$ cat config.mk
export PLATFORM = sky130hd
export DESIGN_NAME = half_adder
export DESIGN_NICKNAME = d
export VERILOG_FILES = /design/src/rtl/half_adder.sv
export SDC_FILE = /design/constraint.sdc
export NUM_CORES = 1
export LEC_CHECK = 0
export BUFFER_PORTS_ARGS = -buffer_cell sky130_fd_sc_hd__buf_2
export CAP_MARGIN = 20
export CELL_PAD_IN_SITES_DETAIL_PLACEMENT = 1
export CELL_PAD_IN_SITES_GLOBAL_PLACEMENT = 1
export CORE_AREA = 5 5 95 97
export CTS_BUF_LIST = sky130_fd_sc_hd__clkbuf_8
export CTS_CLUSTER_SIZE = 30
export DETAILED_ROUTE_END_ITERATION = 10
export DIE_AREA = 0 0 100 102
export PLACE_DENSITY_LB_ADDON = 0.05
export SYNTH_ARGS = -nofsm -noshare
export SYNTH_HDL_FRONTEND = slang
export SYNTH_SLANG_ARGS = --single-unit
$ cat constraint.sdc
create_clock -name clk -period 1 [get_ports clk]
set_input_delay 0.2 -clock clk [delete_from_list [all_inputs] [get_ports clk]]
set_output_delay 0.2 -clock clk [all_outputs]
set_load 0.02 [all_outputs]
$ cat src/rtl/half_adder.sv
// Registered bit-parallel half adder: per-lane sum = a ^ b, carry = a & b, with no
// inter-lane carry. One-cycle latency, one result per cycle, no backpressure.
module half_adder #(
  parameter int unsigned WIDTH = 32
) (
  input  logic             clk,
  input  logic             rst,
  input  logic             in_valid,
  input  logic [WIDTH-1:0] a,
  input  logic [WIDTH-1:0] b,
  output logic             out_valid,
  output logic [WIDTH-1:0] sum,
  output logic [WIDTH-1:0] carry
);

  logic             valid_d, valid_q;
  logic [WIDTH-1:0] sum_d, sum_q;
  logic [WIDTH-1:0] carry_d, carry_q;

  // Results hold across idle cycles; operands are only looked at when in_valid is set,
  // so X on a/b during idle cycles never reaches the registers.
  always_comb begin
    valid_d = in_valid;
    sum_d   = sum_q;
    carry_d = carry_q;
    if (in_valid) begin
      sum_d   = a ^ b;
      carry_d = a & b;
    end
  end

  always_ff @(posedge clk) begin
    if (rst) begin
      valid_q <= 1'b0;
      sum_q   <= '0;
      carry_q <= '0;
    end else begin
      valid_q <= valid_d;
      sum_q   <= sum_d;
      carry_q <= carry_d;
    end
  end

  assign out_valid = valid_q;
  assign sum       = sum_q;
  assign carry     = carry_q;

endmodule

-- After elaboration in Yosys (flattened, before gate mapping)
Cells that the tools add are included.
Widths: inputs -> output; s select.
- bitwise gates (word level): 2
- operators by type and width (operator ; count):
    $and 32x32->32 ; 1
    $xor 32x32->32 ; 1
- output and inout bits: 65
- bits of input ports: 67
- register bits after elaboration: 65

-- Depth between registers and ports, before layout
- depth after elaboration: 1
- gate-level depth with buffers: 4
- mapped depth without buffers: 3

-- Worst setup path after synthesis
No wires, ideal clock.
- path kind: input to register
- start point: input port in_valid
- end point: register carry_q[20], in the netlist carry[20]
- data arrival time: 0.722 ns
- cell stages on the path: 4
- buffers on the path: 2
- slack: 0.151 ns
- required time: 0.872 ns
- cell sequence: buf_6 -> buf_8 -> mux2i_1 -> nor2_1
- RTL lines (element ; line ; text):
    start, declared ; 8 ; input logic in_valid,
    end signal, assigned ; 40 ; carry_q <= carry_d;
    end, declared ; 18 ; logic [WIDTH-1:0] carry_d, carry_q;

-- Final worst setup path
- start point: register sum_q[31], in the netlist sum[31]
- end point: output port sum[31]
- RTL lines (element ; line ; text):
    start, declared ; 17 ; logic [WIDTH-1:0] sum_d, sum_q;
    start signal, assigned ; 39 ; sum_q <= sum_d;
    end, declared ; 12 ; output logic [WIDTH-1:0] sum,
No word-level cell between the ends.

==> summary.txt <==
Logic synthesis
  – Syn. warnings: 0
  – Commonest cells post-synth: dfxtp_1, mux2i_1, nor2_1, ha_1, buf_8
  – Most common cell in the netlist: dfxtp_1
  – Synth Register Bits: 65
  – Yosys top cell area share: 48.0%
  – Register area share after synthesis: 48.0%
  – Synth Flop Type: dfxtp_1
  – Distinct cells, synth: 11
  – Post-Syn Nets: 339
  – Synth Instances: 240
  – Avg Inst Size Synth: 11.3 sq um
  – Synth async-reset ratio: 0%
  – Number of synthesized flops with an enable pin: 0
  – Synthesized area: 2710 sq um
  – Largest cells by area after synthesis: dfxtp_1, mux2i_1, ha_1
  – Synth area leader: dfxtp_1

Global route
  – Met2 Use GR: 25.0%
  – Global route hottest layer: met2
  – Gr usage total: 14.1%
  – First-pass GRT wire length: 11200 um
  – Antenna violations before repair: 0
  – GRT overflow: 0
  – Grt met3 use: 4.64%
  – Largest net degree at the start of global routing: 38
  – Vias in the first global route: 2328
  – Met1 Usage GRT: 15.4%

Clock tree
  – Worst-Skew Late Latency: 320 ps
  – CTS tree: done
  – Hold_buf cts: 0
  – H-Tree Level Count: 3
  – Root buffer cell: clkbuf_8
  – CTS Sinks: 65
  – Clock-pin transition on the worst setup and hold timing paths: 70 ps
  – CTS Buf Count: 9
  – CTS Buffer Depth: 2

Pwr
  – P_leak: 2.14 nW
  – Peak VDD IR: 0.766 mV
  – Pwr Density: 1540 nW/um^2

Setup path
  – Worst path max stage delay: 340 ps
  – Setup Crit Path Kind: reg -> out
  – Critical Path End Type: output port
  – CP required: 800 ps
  – Worst EP arrival: 790 ps
  – Startpoint Class: flop
  – CP bufs+invs: 1
  – CP cell instances: buf_6
  – Crit-path leading delay family: flip-flops
  – Critical-path top delay cell: dfxtp_2
  – CP Max Fanout: 2

Timing
  – Slew Viols, Final: 0
  – Min Tclk post-route: 987 ps
  – Max Clock Skew: 0 ps
  – Final hold violation count: 0
  – Worst slew pin tran: 214 ps
  – Sum Neg Setup Slack: 0 ps
  – Tcrit/Tclk final: 98.7%
  – Max-slew headroom: 85.7%
  – Max Clk Rate: 1.01 GHz
  – # setup viols final: 0
  – RSZ-0062 raised after global routing: true
  – Worst setup margin: 13.0 ps

Die
  – I/O Pins: 132
  – Die H: 102 um
  – Die area: 10200 sq um
  – Starting Density: 33.7%
  – Core area: 8050 sq um
  – Die W: 100 um
  – Row cnt: 33

Drt
  – ANT nets after route: 0
  – Drt first-iter violations: 37
  – Wire per inst: 14.4 um
  – First-pass detailed-route iteration total: 2
  – Via/cell ratio: 4.47
  – DRC: 0
  – Vias: 2171
  – Total Wirelength: 7000 um

Cells and area
  – Area delta synth->final: 54.7%
  – Share of layout cells above drive strength 1: 57.2%
  – Final net count: 476
  – Antenna diodes: 0

Placement
  – GPL Wtd Cong: 0.653
  – Placement Setup Slack: 28.1 ps
  – Number of port buffers: 131
  – Post-DP HPWL: 5000 um

Worst hold path
  – Path category of the worst min-delay check: in -> reg

Run
  – Max cap viols: 0

Status
  – Status: completed
## per-stage QoR
step                      total power [W]  area [sq um]  hold WS, ps  utilization (%)  cells
after floorplan                   0.00348          2710          451                -    240
after global placement            0.00386          3470          467             43.0    467
after CTS                         0.00657          4180          204             51.9    484
after global routing              0.00682          4190          224             52.1    486
after detailed placement          0.00388          3470          476             43.0    467
final                             0.00645          4190          223             52.1    486
## final timing paths
path | startpoint | cells past startpoint | end | slack [ps]
max reg2reg | carry[24] | 3 | carry[24] | 250
min reg2reg | carry[17] | 2 | carry[17] | 490
min | b[28] | 4 | sum[28] | 220
max | sum[31] | 1 | sum[31] | 10
## where the power goes
group          total (W)  internal (W)  switching [W]
clock network    0.00240       0.00144       0.000958
logic            0.00117      0.000615       0.000554
registers        0.00288       0.00277       0.000107
total            0.00645       0.00483        0.00162
## worst register-to-register path, delay by kind of cell, from the launching register on
kind	cells	cell delay [ps]
flops	1	330
mux	1	130
buf+inv	1	120
simple gates	1	50
## cell usage in the layout, fill, tap and decap left out
cell | synthesis | final
buf_12 | 0 | 4
buf_2 | 2 | 65
buf_4 | 1 | 6
buf_6 | 1 | 65
bufinv_16 | 0 | 2
clkbuf_8 | 0 | 10
clkinv_2 | 0 | 1
dfxtp_2 | 0 | 65
ha_1 | 32 | 32
inv_1 | 0 | 2
mux2i_1 | 64 | 64
nor2_1 | 64 | 64
nor2b_1 | 1 | 1
## flip-flops by register name, summed over array words and instances, names as in the netlist
register,cells
sum,32
out_valid,1
carry,32
## cell families after synthesis
family | after synthesis | share of synthesized area [%]
buffers and inverters | 14 | 4.52
DFF | 65 | 48.0
muxes | 64 | 23.6
adders and majority gates | 32 | 14.8
and+or+nand+nor | 65 | 9.09
## per-layer routing
metal | part of all wire, % | up-vias
met4 | 1.5 | 0
met2 | 51 | 72
met5 | 0 | -
li1 | - | 1084
met3 | 7.2 | 9
met1 | 40 | 1006
## layout make-up
type                    count  area [sq um]
clock buffers              10           138
fillers                   893          3860
flip-flops and latches     65          1380
well taps                 105           131
clock inverters             5          72.6
repair buffers            140          1180
multi-input cells         161          1290
## what timing repair did
action / 4_1_cts / 5_1_grt
hold endpoints to repair: 0 / 0
resized for setup: 195 / 0
setup buffers: 2 / 2
setup endpoints to repair: 65 / 65
Note: power is estimated with default switching activity, not from simulation.
